--- src/rtl/drive_command_ctrl_if.sv ---
// Command, overcurrent and status bundle of the drive command stage.
// The master drives commands and the motor sense lines; the slave is the controller.
interface drive_command_ctrl_if;
  logic       cmd_valid;
  logic       cmd_ready;
  logic [3:0] cmd_dir;
  logic [2:0] cmd_speedL;
  logic [2:0] cmd_speedR;
  logic       oc_left;
  logic       fault_clear;
  logic [2:0] speedLeft;
  logic [2:0] speedRight;
  logic [3:0] direction;
  logic       fault;
  logic       pwm_left;
  logic       pwm_right;

  modport master (
    output cmd_valid,
    output cmd_dir,
    output cmd_speedL,
    output cmd_speedR,
    output oc_left,
    output fault_clear,
    input  cmd_ready,
    input  speedLeft,
    input  speedRight,
    input  direction,
    input  fault,
    input  pwm_left,
    input  pwm_right
  );

  modport slave (
    input  cmd_valid,
    input  cmd_dir,
    input  cmd_speedL,
    input  cmd_speedR,
    input  oc_left,
    input  fault_clear,
    output cmd_ready,
    output speedLeft,
    output speedRight,
    output direction,
    output fault,
    output pwm_left,
    output pwm_right
  );
endinterface

--- src/rtl/drive_command_ctrl.sv ---
// Drive command stage: accepts motion commands, ramps per-side speed levels, sequences
// direction changes through a stop, generates per-motor PWM and latches overcurrent faults.
module drive_command_ctrl #(
  parameter int unsigned RAMP_TICKS = 1_000_000,
  parameter int unsigned OC_FILTER  = 16,
  parameter int unsigned PWM_DIV    = 1000
) (
  input logic                 clock,
  input logic                 reset,
  drive_command_ctrl_if.slave bus
);

  localparam int unsigned RampW = (RAMP_TICKS > 1) ? $clog2(RAMP_TICKS) : 1;
  localparam int unsigned PwmW  = (PWM_DIV > 1) ? $clog2(PWM_DIV) : 1;
  localparam int unsigned OcW   = $clog2(OC_FILTER + 1);

  localparam logic [3:0] DirStop  = 4'b0000;
  localparam logic [3:0] DirFwd   = 4'b1001;
  localparam logic [3:0] DirBack  = 4'b0110;
  localparam logic [3:0] DirLeft  = 4'b0101;
  localparam logic [3:0] DirRight = 4'b1010;

  typedef enum logic [1:0] {StIdle, StRun, StDrain, StFault} state_e;

  state_e           state_q, state_d;
  logic [3:0]       dir_q, dir_d;
  logic [2:0]       tgt_l_q, tgt_l_d, tgt_r_q, tgt_r_d;
  logic [2:0]       spd_l_q, spd_l_d, spd_r_q, spd_r_d;
  logic [3:0]       pend_dir_q, pend_dir_d;
  logic [2:0]       pend_l_q, pend_l_d, pend_r_q, pend_r_d;
  logic [RampW-1:0] ramp_cnt_q, ramp_cnt_d;
  logic [PwmW-1:0]  pwm_cnt_q, pwm_cnt_d;
  logic [2:0]       phase_q, phase_d;
  logic             oc_s1_q, oc_s1_d, oc_s2_q, oc_s2_d;
  logic [OcW-1:0]   oc_cnt_q, oc_cnt_d;
  logic             fault_q, fault_d;
  logic             pwm_l_q, pwm_l_d, pwm_r_q, pwm_r_d;

  logic       ready;
  logic       accept;
  logic       load;
  logic       oc_trip;
  logic       ramp_wrap;
  logic       slot_wrap;
  logic       speeds_zero;
  logic [3:0] in_dir;
  logic [2:0] in_l, in_r;

  function automatic logic [2:0] step_toward(input logic [2:0] cur, input logic [2:0] tgt);
    if (cur < tgt) begin
      return cur + 3'd1;
    end else if (cur > tgt) begin
      return cur - 3'd1;
    end
    return cur;
  endfunction

  always_comb begin
    state_d    = state_q;
    dir_d      = dir_q;
    tgt_l_d    = tgt_l_q;
    tgt_r_d    = tgt_r_q;
    spd_l_d    = spd_l_q;
    spd_r_d    = spd_r_q;
    pend_dir_d = pend_dir_q;
    pend_l_d   = pend_l_q;
    pend_r_d   = pend_r_q;
    fault_d    = fault_q;
    load       = 1'b0;

    oc_s1_d = bus.oc_left;
    oc_s2_d = oc_s1_q;
    if (!oc_s2_q) begin
      oc_cnt_d = '0;
    end else if (oc_cnt_q == OcW'(OC_FILTER)) begin
      oc_cnt_d = oc_cnt_q;
    end else begin
      oc_cnt_d = oc_cnt_q + 1'b1;
    end
    // Trip on the cycle the consecutive-high count reaches the filter length.
    oc_trip = oc_s2_q && (oc_cnt_q >= OcW'(OC_FILTER - 1));

    ramp_wrap  = (ramp_cnt_q == RampW'(RAMP_TICKS - 1));
    ramp_cnt_d = ramp_wrap ? '0 : ramp_cnt_q + 1'b1;
    slot_wrap  = (pwm_cnt_q == PwmW'(PWM_DIV - 1));
    pwm_cnt_d  = slot_wrap ? '0 : pwm_cnt_q + 1'b1;
    phase_d    = phase_q;
    if (slot_wrap) begin
      phase_d = (phase_q == 3'd6) ? 3'd0 : phase_q + 3'd1;
    end

    unique case (bus.cmd_dir)
      DirFwd, DirBack, DirLeft, DirRight: in_dir = bus.cmd_dir;
      default:                            in_dir = DirStop;
    endcase
    in_l = (in_dir == DirStop) ? 3'd0 : bus.cmd_speedL;
    in_r = (in_dir == DirStop) ? 3'd0 : bus.cmd_speedR;

    ready       = (state_q == StIdle) || (state_q == StRun);
    accept      = bus.cmd_valid && ready;
    speeds_zero = (spd_l_q == 3'd0) && (spd_r_q == 3'd0);

    unique case (state_q)
      StIdle, StRun: begin
        if (accept) begin
          load = 1'b1;
          if ((in_dir == dir_q) || speeds_zero) begin
            dir_d   = in_dir;
            tgt_l_d = in_l;
            tgt_r_d = in_r;
            state_d = StRun;
          end else begin
            tgt_l_d    = 3'd0;
            tgt_r_d    = 3'd0;
            pend_dir_d = in_dir;
            pend_l_d   = in_l;
            pend_r_d   = in_r;
            state_d    = StDrain;
          end
        end else if ((state_q == StRun) && (dir_q == DirStop) && speeds_zero) begin
          state_d = StIdle;
        end
      end
      StDrain: begin
        if (speeds_zero) begin
          load    = 1'b1;
          dir_d   = pend_dir_q;
          tgt_l_d = pend_l_q;
          tgt_r_d = pend_r_q;
          state_d = StRun;
        end
      end
      StFault: begin
        if (bus.fault_clear && !oc_s2_q) begin
          state_d = StIdle;
          fault_d = 1'b0;
        end
      end
    endcase

    // A cycle that loads new targets skips its ramp step, so the first move waits a wrap.
    if (ramp_wrap && !load) begin
      spd_l_d = step_toward(spd_l_q, tgt_l_q);
      spd_r_d = step_toward(spd_r_q, tgt_r_q);
    end

    if (oc_trip) begin
      state_d    = StFault;
      fault_d    = 1'b1;
      spd_l_d    = 3'd0;
      spd_r_d    = 3'd0;
      tgt_l_d    = 3'd0;
      tgt_r_d    = 3'd0;
      dir_d      = DirStop;
      pend_dir_d = DirStop;
      pend_l_d   = 3'd0;
      pend_r_d   = 3'd0;
    end

    pwm_l_d = (phase_d < spd_l_d);
    pwm_r_d = (phase_d < spd_r_d);
  end

  always_ff @(posedge clock) begin
    if (reset) begin
      state_q    <= StIdle;
      dir_q      <= DirStop;
      tgt_l_q    <= 3'd0;
      tgt_r_q    <= 3'd0;
      spd_l_q    <= 3'd0;
      spd_r_q    <= 3'd0;
      pend_dir_q <= DirStop;
      pend_l_q   <= 3'd0;
      pend_r_q   <= 3'd0;
      ramp_cnt_q <= '0;
      pwm_cnt_q  <= '0;
      phase_q    <= 3'd0;
      oc_s1_q    <= 1'b0;
      oc_s2_q    <= 1'b0;
      oc_cnt_q   <= '0;
      fault_q    <= 1'b0;
      pwm_l_q    <= 1'b0;
      pwm_r_q    <= 1'b0;
    end else begin
      state_q    <= state_d;
      dir_q      <= dir_d;
      tgt_l_q    <= tgt_l_d;
      tgt_r_q    <= tgt_r_d;
      spd_l_q    <= spd_l_d;
      spd_r_q    <= spd_r_d;
      pend_dir_q <= pend_dir_d;
      pend_l_q   <= pend_l_d;
      pend_r_q   <= pend_r_d;
      ramp_cnt_q <= ramp_cnt_d;
      pwm_cnt_q  <= pwm_cnt_d;
      phase_q    <= phase_d;
      oc_s1_q    <= oc_s1_d;
      oc_s2_q    <= oc_s2_d;
      oc_cnt_q   <= oc_cnt_d;
      fault_q    <= fault_d;
      pwm_l_q    <= pwm_l_d;
      pwm_r_q    <= pwm_r_d;
    end
  end

  assign bus.cmd_ready  = ready;
  assign bus.speedLeft  = spd_l_q;
  assign bus.speedRight = spd_r_q;
  assign bus.direction  = dir_q;
  assign bus.fault      = fault_q;
  assign bus.pwm_left   = pwm_l_q;
  assign bus.pwm_right  = pwm_r_q;

endmodule

--- src/flat_wrapper.sv ---
// flat-port wrapper written by rule: the top's interface ports become plain ports
module drive_command_ctrl_flat 
#(
  parameter int unsigned RAMP_TICKS = 1_000_000,
  parameter int unsigned OC_FILTER  = 16,
  parameter int unsigned PWM_DIV    = 1000
)
  (clock, reset, bus_cmd_valid, bus_cmd_dir, bus_cmd_speedL, bus_cmd_speedR, bus_oc_left, bus_fault_clear, bus_cmd_ready, bus_speedLeft, bus_speedRight, bus_direction, bus_fault, bus_pwm_left, bus_pwm_right);
  drive_command_ctrl_if bus_i ();
  input logic clock;
  input logic reset;
  input wire logic [$bits(bus_i.cmd_valid)-1:0] bus_cmd_valid;
  input wire logic [$bits(bus_i.cmd_dir)-1:0] bus_cmd_dir;
  input wire logic [$bits(bus_i.cmd_speedL)-1:0] bus_cmd_speedL;
  input wire logic [$bits(bus_i.cmd_speedR)-1:0] bus_cmd_speedR;
  input wire logic [$bits(bus_i.oc_left)-1:0] bus_oc_left;
  input wire logic [$bits(bus_i.fault_clear)-1:0] bus_fault_clear;
  output wire logic [$bits(bus_i.cmd_ready)-1:0] bus_cmd_ready;
  output wire logic [$bits(bus_i.speedLeft)-1:0] bus_speedLeft;
  output wire logic [$bits(bus_i.speedRight)-1:0] bus_speedRight;
  output wire logic [$bits(bus_i.direction)-1:0] bus_direction;
  output wire logic [$bits(bus_i.fault)-1:0] bus_fault;
  output wire logic [$bits(bus_i.pwm_left)-1:0] bus_pwm_left;
  output wire logic [$bits(bus_i.pwm_right)-1:0] bus_pwm_right;
  assign bus_i.cmd_valid = bus_cmd_valid;
  assign bus_i.cmd_dir = bus_cmd_dir;
  assign bus_i.cmd_speedL = bus_cmd_speedL;
  assign bus_i.cmd_speedR = bus_cmd_speedR;
  assign bus_i.oc_left = bus_oc_left;
  assign bus_i.fault_clear = bus_fault_clear;
  assign bus_cmd_ready = bus_i.cmd_ready;
  assign bus_speedLeft = bus_i.speedLeft;
  assign bus_speedRight = bus_i.speedRight;
  assign bus_direction = bus_i.direction;
  assign bus_fault = bus_i.fault;
  assign bus_pwm_left = bus_i.pwm_left;
  assign bus_pwm_right = bus_i.pwm_right;
  drive_command_ctrl #(.RAMP_TICKS(RAMP_TICKS), .OC_FILTER(OC_FILTER), .PWM_DIV(PWM_DIV)) u_core (.clock(clock), .reset(reset), .bus(bus_i));
endmodule
--- config.mk ---
export PLATFORM = sky130hd
export DESIGN_NAME = drive_command_ctrl_flat
export DESIGN_NICKNAME = d
export VERILOG_FILES = /design/src/rtl/drive_command_ctrl_if.sv /design/src/rtl/drive_command_ctrl.sv /design/src/flat_wrapper.sv
export SDC_FILE = /design/constraint.sdc
export NUM_CORES = 1
export LEC_CHECK = 0
export BUFFER_PORTS_ARGS = -buffer_cell sky130_fd_sc_hd__buf_4
export CAP_MARGIN = 30
export CORE_ASPECT_RATIO = 0.8
export CORE_UTILIZATION = 30
export DETAILED_ROUTE_END_ITERATION = 8
export PLACE_DENSITY = 0.51
export REMOVE_ABC_BUFFERS = 1
export SYNTH_ARGS = -nofsm -noshare
export SYNTH_HDL_FRONTEND = slang
export SYNTH_SLANG_ARGS = --single-unit
--- constraint.sdc ---
create_clock -name clock -period 3.5 [get_ports clock]
set_input_delay 0.525 -clock clock [delete_from_list [all_inputs] [get_ports clock]]
set_output_delay 0.525 -clock clock [all_outputs]
set_load 0.01 [all_outputs]
==> results of run 1 <==
[per-stage QoR]
stage          util [%]  instance area [sq um]
2_1_floorplan         -                   3560
3_3_place_gp       34.3                   3990
3_5_place_dp       34.3                   3990
4_1_cts            36.9                   4300
5_1_grt            36.9                   4300
6_report           36.9                   4300
[routing by layer]
layer	global-route usage (%)	routed length [microns]	vias to the layer above
met2	21.2	3410	43
met4	5.91	154	0
li1	-	-	1540
met5	0	0	-
met3	3.82	258	12
met1	18.3	4180	1381
[cells in the mapped netlist (2+ instances only)]
cell       instances
a21oi_1           26
a221oi_1           4
a31oi_1            2
and2_1             8
and3_1             8
and4_1             2
buf_2              4
buf_6              2
clkbuf_1          10
dfxtp_1           71
fa_1               2
ha_1              15
inv_1             21
mux2i_1           11
nand2_1           23
nand2b_1           8
nand3_1           16
nand4_1            4
nand4b_1           7
nor2_1            52
nor2b_1           12
nor3_1             4
nor4_1             2
nor4b_1            3
o2111ai_1          6
o211ai_1           5
o21ai_0           26
o41ai_1            2
or2_2              2
or2b_1             2
or4_1              4
xnor2_1           16
xor2_1            17
[cell usage in the layout, fill, tap and decap left out, types with 4 or more instances in the layout]
master / synthesis / layout
nor2_1: 52 / 52
nand4b_1: 7 / 7
ha_1: 15 / 15
and3_1: 8 / 8
a21oi_1: 26 / 26
o2111ai_1: 6 / 6
nand3_1: 16 / 16
mux2i_1: 11 / 11
inv_1: 21 / 21
nor3_1: 4 / 4
or4_1: 4 / 4
buf_4: 0 / 33
nor2b_1: 12 / 12
o211ai_1: 5 / 5
clkbuf_16: 0 / 9
nand2b_1: 8 / 8
dfxtp_1: 71 / 71
nand4_1: 4 / 4
xnor2_1: 16 / 16
a221oi_1: 4 / 4
and2_1: 8 / 8
xor2_1: 17 / 17
nand2_1: 23 / 23
o21ai_0: 26 / 26
[power by group through the flow]
stage	clock (mW)	sequential [mW]	combinational (mW)
after CTS	0.963	0.834	0.140
after global routing	1.00	0.835	0.157
after global placement	0	0.851	0.138
after floorplan	0	0.849	0.0887
final	0.934	0.834	0.141
after detailed placement	0	0.851	0.140
[final cells by class]
type,instances,area (sq um)
Fill cell,1201,7350
Multi-Input combinational cell,311,2060
Sequential cell,71,1420
Clock buffer,13,270
Timing Repair Buffer,33,248
Tap cell,148,185
Inverter,21,78.8
Clock inverter,3,40.0
[worst min-delay path by stage]
| stage | cells after the start | startpoint | slack, ns | end |
|---|---|---|---|---|
| final | 2 | bus_oc_left | 0.41 | u_core.oc_s1_q$_SDFF_PP0_ |
| after global routing | 2 | bus_oc_left | 0.40 | u_core.oc_s1_q$_SDFF_PP0_ |
| after CTS | 2 | bus_oc_left | 0.40 | u_core.oc_s1_q$_SDFF_PP0_ |
| after detailed placement | 1 | u_core.oc_s1_q$_SDFF_PP0_ | 0.42 | u_core.oc_s2_q$_SDFF_PP0_ |
| after global placement | 1 | u_core.oc_s1_q$_SDFF_PP0_ | 0.43 | u_core.oc_s2_q$_SDFF_PP0_ |
| after floorplan | 1 | u_core.oc_s1_q$_SDFF_PP0_ | 0.41 | u_core.oc_s2_q$_SDFF_PP0_ |
[critical path, stage by stage, from the launching register on]
cell	delay [ns]
dfxtp_1	0.43
ha_1	0.28
nor2b_1	0.14
o21ai_0	0.31
nand2_1	0.12
fa_1	0.40
and3_1	0.16
o211ai_1	0.18
xnor2_1	0.15
nand2_1	0.08
ha_1	0.19
o41ai_1	0.35
[state kept, by name, summed over array words and instances, names as in the netlist, 4 cells and up]
| register | cells |
|---|---|
| u_core.pend_dir_q | 4 |
| u_core.bus.direction | 4 |
| u_core.ramp_cnt_q | 20 |
| u_core.oc_cnt_q | 5 |
| u_core.pwm_cnt_q | 10 |
[cells by family after synthesis]
| logic type | Yosys count | synth area share (%) |
|---|---|---|
| buf+inv | 38 | 4.47 |
| compound gates | 87 | 15.7 |
| mux | 11 | 3.02 |
| xor+xnor | 33 | 7.94 |
| simple gates | 163 | 23.6 |
| fa+ha+maj | 17 | 6.25 |
| flops | 71 | 39.0 |
==> out/results.txt, run 1 <==
Sequential cells were found to cover 39.0% of the synthesized design area. The count of maximum capacitance violations was 0. The insertion delay of the later-clocked pin in the worst-skew pair is 0.33 ns. Relative to the synthesized area, the layout overhead comes to 18.1%. Counting cells, the worst reg-to-reg path comes to 11. The count of pins over their slew limit was 0. The die is 125 microns wide. OpenSTA, run right after detailed placement, puts the worst setup slack at 0.652 ns. Summing over every cut layer, the via total after detailed routing is 2976. The number of library cell types mapped by synthesis is 56. The largest total area in the synthesized netlist belongs to dfxtp_1. The tools report the number of remaining DRC errors as 0. Adding up every negative setup slack in the final design gives 0 ns. Combinational cells account for 7.4% of the total power.

The final-report setup violation count is 0, and the routed length per placed instance is 13.3 microns. In this run the register-to-register setup slack is 0.61 ns. 29 I/O pins were placed. Total number of placement rows: 35. The number of sinks driven by the clock tree was 71; the final worst slack was 0.614 ns.

The flow ran to the end, and the final reports show no timing, DRC or antenna violations. The maximum resistive drop on vdd was 0.185 mV; the Yosys warning count was 0. The largest net degree at the start of global routing was 30.

The tools report the TritonCTS buffer count as 9. The clock skew after layout was 0.00837 ns. The critical path capture point type is a register. The run gives 5810 microns as the half-perimeter wire length of the detailed placement result. The tools report the critical register-to-register path endpoint as u_core.bus.pwm_left$_SDFF_PP0_. The synthesized design contains 0 enable-type register cells. In this run switching power makes up 22.1% of total power.

The die height came out at 101 microns. Global routing finished with a remaining overflow of 0. The post-route clock period utilization works out to 82.4%. The internal portion of the total power is 1.49 mW. By area the synthesized netlist is led by dfxtp_1 (39%), nor2_1 (5.4%), ha_1 (5.2%).

The total length of routed wires is 8000 microns, and the number of gates resized after CTS is 0. The total power per unit cell area works out to 444 nW/um^2. The die footprint came out at 12600 sq um. The share of synthesized area in the top cell type comes to 39.0%.

The startpoint identified for the worst register-to-register timing path is u_core.bus.speedLeft[1]$_SDFF_PP0_. The tools report the total setup buffers inserted after CTS as 0. Among all flip-flop cells after synthesis, the most frequent one is dfxtp_1. The beginning of the critical path was u_core.bus.speedLeft[1]$_SDFF_PP0_.

The cell count after synthesis came out at 420. The number of H-tree levels was 3; the data arrival time of the worst path was 3.11 ns. The path category of the worst min-delay check is input port to register. The run gives 479 as the net count of the finished layout. Via count normalized by instance count: 4.96. The tools report the part of the total power dissipated in the clock network as 48.9%. The pre-antenna-repair detailed-routing pass consisted of 8 iterations. For the worst setup path, the data required time is 3.72 ns. Global routing consumed, over all layers together, 13.8% of the routing resources. Following the worst setup path forward leads to its endpoint at u_core.bus.pwm_left$_SDFF_PP0_. For the maximum count of clock buffers along a single path, the log shows 2. During placement, the flow inserted port buffers numbering 28. After synthesis, the share of flip-flops with an asynchronous set or reset is 0%. In this run the static leakage power is 1.59 nW.

Sequential cells burn 43.7% of the power. Headroom to the max-slew limit: 41.9%. The logs give 0.405 ns for the final worst hold slack and 0 for the hold buffer count at CTS. The tools report the hold violation count in the final report as 0. Starting utilization of the core area: 31.3%. The tools report the CTS root buffer as clkbuf_16.

By startpoint and endpoint, the worst setup path is classified as register to register. The count of nets left with antenna violations once routing finished came out at 0. TritonCTS built the clock tree. For this design the total switching power over the nets is 0.421 mW. The number of storage elements in the synthesis netlist came out at 71. The number of diodes is 0, and the wire length of the first global-routing pass is 13900 microns.

In this run the standard cell core region covers 11600 sq um. For this block, the initial DRC count from the detailed router was 100. The finished layout holds 600 standard cells, fillers aside.

Derived from the worst setup path, the maximum achievable clock frequency is 347 MHz. After layout, the minimum clock period comes to 2.89 ns. In this run, placement finished with an instance count of 584. The worst setup path is launched from a register. For the number of global-route vias before repair, the log shows 2959. In this run the mean area of a mapped cell was 8.67 sq um. In this run the cell area of the synthesized design comes to 3640 sq um.

Setup repair after global routing left no endpoint under its margin. The design draws 1.91 mW. Routability-driven placement finished with a final weighted congestion of 0.765. The initial antenna violation count was 0; the maximum fanout along the worst path was 5.

At the pin with the least slew margin, the transition time is 0.859 ns. After clock tree synthesis, the clock-pin slew on the worst setup and hold paths is 0.06 ns. Cells with a size suffix above 1 make up 12.2% of the layout.
Note: power is estimated with default switching activity, not from simulation.
==> inputs of run 2 (changes only) <==
- clock period: 3.5 -> 2.7 ns (I/O delays scaled with it)
==> out/results.txt, run 2 (synthesis results as in run 1) <==
The flow ran to the end, and the final reports show no timing, DRC or antenna violations. The detailed-route via count came out at 3053 (+2.6%). The maximum count of clock buffers along a single path is 2 (unchanged).

The run gives 5930 microns (+2.0%) as the half-perimeter wire length of the detailed placement result. The growth of design area from synthesis to finish was 23.1%. The total global routing track utilization is 14.1% (+0.30 points), and the area of placed instances is 4090 sq um (+2.4%). In the final layout, the registers with the most flip-flops are u_core.ramp_cnt_q: 20 flops, u_core.pwm_cnt_q: 10 flops, u_core.oc_cnt_q: 5 flops. The post-route clock period utilization came out at 96.7% (+14 points). The maximum fanout along the worst path is 3 (-2). The headroom to the max-slew limit came out at 35.9% (-6.0 points).

In the layout the commonest cells are dfxtp_1 (70), nor2_1 (52), buf_4 (48), a21oi_1 (26). For the leakage power of the design, the log shows 1.69 nW (+6.3%). The total power per unit cell area was 558 nW/um^2 (+26%).

The maximum resistive drop on vdd is 0.369 mV (+100%). The data arrival time of the worst path is 2.83 ns (-0.28 ns). The top achievable clock speed was 383 MHz (+11%); the number of sinks driven by the clock tree was 71 (unchanged). For the number of global-route vias before repair, the log shows 2896 (-2.1%). TritonCTS built the clock tree. The fraction of layout instances using a drive strength above 1 is 18.2% (+6.0 points). The share of the core filled with cells in the final layout was 38.5% (+1.6 points); the final-layout fill cell count was 1171 (-2.5%). For the first-pass iteration count of the detailed router, the log shows 4 (-4). The logs give 4480 sq um (+4.2%) for the final design instance area without fill and 2.92 ns (-0.80 ns) for the data required time of the worst path. Final global-route overflow total: 0 (unchanged).

For the initial detailed-routing violation count, the log shows 174 (+74%). The tools report the number of standard cells in the final layout excluding fillers as 615 (+2.5%). The logs give 35 (unchanged) for the total number of placement rows and 31.3% (unchanged) for the starting utilization of the core area. The core area was 11600 sq um (unchanged). Startpoint type of the worst setup path: a register. The number of remaining DRC errors was 0 (unchanged). The CTS root buffer is clkbuf_16.

The tools report the insertion delay of the later-clocked pin in the worst-skew pair as 0.34 ns (about the same). The final worst slack came out at 0.0889 ns (-0.526 ns). The port buffer count is 28 (unchanged), and the TritonCTS buffer count is 9 (unchanged). Setup repair after global routing could not meet its margin everywhere.

For the weighted congestion reported at the end of routability-driven placement, the log shows 0.828 (+8.2%). The count of pins over their slew limit is 0 (unchanged), and the final critical path time including I/O delays and setup is 2.61 ns (-0.274 ns). The library cell used most frequently in the layout, excluding fill and tap cells, is dfxtp_1.

The die footprint was 12600 sq um (unchanged); the horizontal die dimension was 125 microns (unchanged). The post-place setup slack is -0.0118 ns (-0.664 ns). The number of diodes is 0 (unchanged), and the clock-pin slew of the registers on the worst-case setup and hold paths is 0.06 ns (about the same).

The min-delay analysis places its worst path in the category input port to register. The slew at the pin closest to its max-slew limit came out at 0.948 ns (+0.0890 ns). The final worst hold slack is 0.278 ns (-0.127 ns). The largest register by flop count was u_core.ramp_cnt_q.

The final-report setup violation count came out at 0 (unchanged). The tools report the wire length of the first global-routing pass as 14000 microns (+0.50%). The number of flip-flops in the largest register was 20 (unchanged). The critical path class was register to register.

The tools report the hold violation count in the final report as 0 (unchanged). The via count normalized by instance count was 4.96 (about the same); the total length of routed wires was 8290 microns (+3.6%). The die height is 101 microns (unchanged). The number of I/O pins came out at 29 (unchanged). The logs give 0.00704 ns (-0.00133 ns) for the clock skew after layout and 0 (unchanged) for the count of maximum capacitance violations.

The initial antenna violation count was 0 (unchanged). The number of placed cells counting well taps is 597 (+2.2%), and the number of H-tree levels is 3 (unchanged). The run gives 494 (+3.1%) as the net count of the finished layout. STA classifies the critical path endpoint as a register. The remaining antenna violation count after routing is 0 (unchanged). Largest net degree at the start of global routing: 30 (unchanged).

The routed length per placed instance was 13.5 microns (+1.1%).
run 2: where the power goes:
| group | internal, mW | switching [mW] | leakage (nW) |
|---|---|---|---|
| clock network | 0.763 | 0.456 | 0.152 |
| logic | 0.0900 | 0.112 | 0.963 |
| registers | 1.07 | 0.0146 | 0.575 |
| total | 1.92 | 0.582 | 1.69 |
run 2: per-layer routing:
layer | global-route usage (%) | share of wire [%]
met4 | 3.94 | 1.1
met3 | 4.62 | 3.5
met2 | 21.1 | 43
met1 | 19.4 | 52
met5 | 0 | 0
run 2: stage by stage:
stage,total power [mW],TNS (ns)
CTS,2.53,0
floorplan,1.22,0
detailed placement,1.30,-0.0118
global route,2.62,-0.137
global placement,1.29,0
finish,2.50,0
run 2: critical path, stage by stage, from the launching register on:
cell and delay (ns):
dfxtp_2 0.32, inv_2 0.04, ha_4 0.26, nor2b_4 0.15
o21ai_2 0.08, and2_4 0.15, fa_2 0.37, nor3b_2 0.18
o221ai_1 0.15, xnor2_1 0.22, nand2_1 0.13, ha_4 0.28
o21ai_2 0.04, nand2_1 0.07, o41ai_2 0.06
run 2: area by class of cell:
| type | instances | area, sq um | area share (%) |
|---|---|---|---|
| Clock buffer | 11 | 253 | 5.64 |
| Clock inverter | 5 | 56.3 | 1.26 |
| Inverter | 21 | 78.8 | 1.76 |
| Multi-Input combinational cell | 311 | 2130 | 47.5 |
| Sequential cell | 71 | 1420 | 31.7 |
| Tap cell | 148 | 185 | 4.13 |
| Timing Repair Buffer | 48 | 360 | 8.04 |
run 2: path summary, 6_finish.rpt:
path / startpoint / to / cells after the start / slack (ns)
max: u_core.tgt_r_q[1]$_SDFFE_PP0P_ / u_core.bus.pwm_right$_SDFF_PP0_ / 14 / 0.09
min: bus_oc_left / u_core.oc_s1_q$_SDFF_PP0_ / 2 / 0.28
max reg2reg: u_core.tgt_r_q[1]$_SDFFE_PP0P_ / u_core.bus.pwm_right$_SDFF_PP0_ / 14 / 0.09
min reg2reg: u_core.oc_s1_q$_SDFF_PP0_ / u_core.oc_s2_q$_SDFF_PP0_ / 1 / 0.44
run 2: what timing repair did:
| item | 4_1_cts | 5_1_grt |
|---|---|---|
| hold buffers | 0 | 0 |
| setup endpoints to repair | 1 | 2 |
| pin swaps | 1 | 15 |
| resized for setup | 2 | 17 |
| buffers inserted | 0 | 2 |
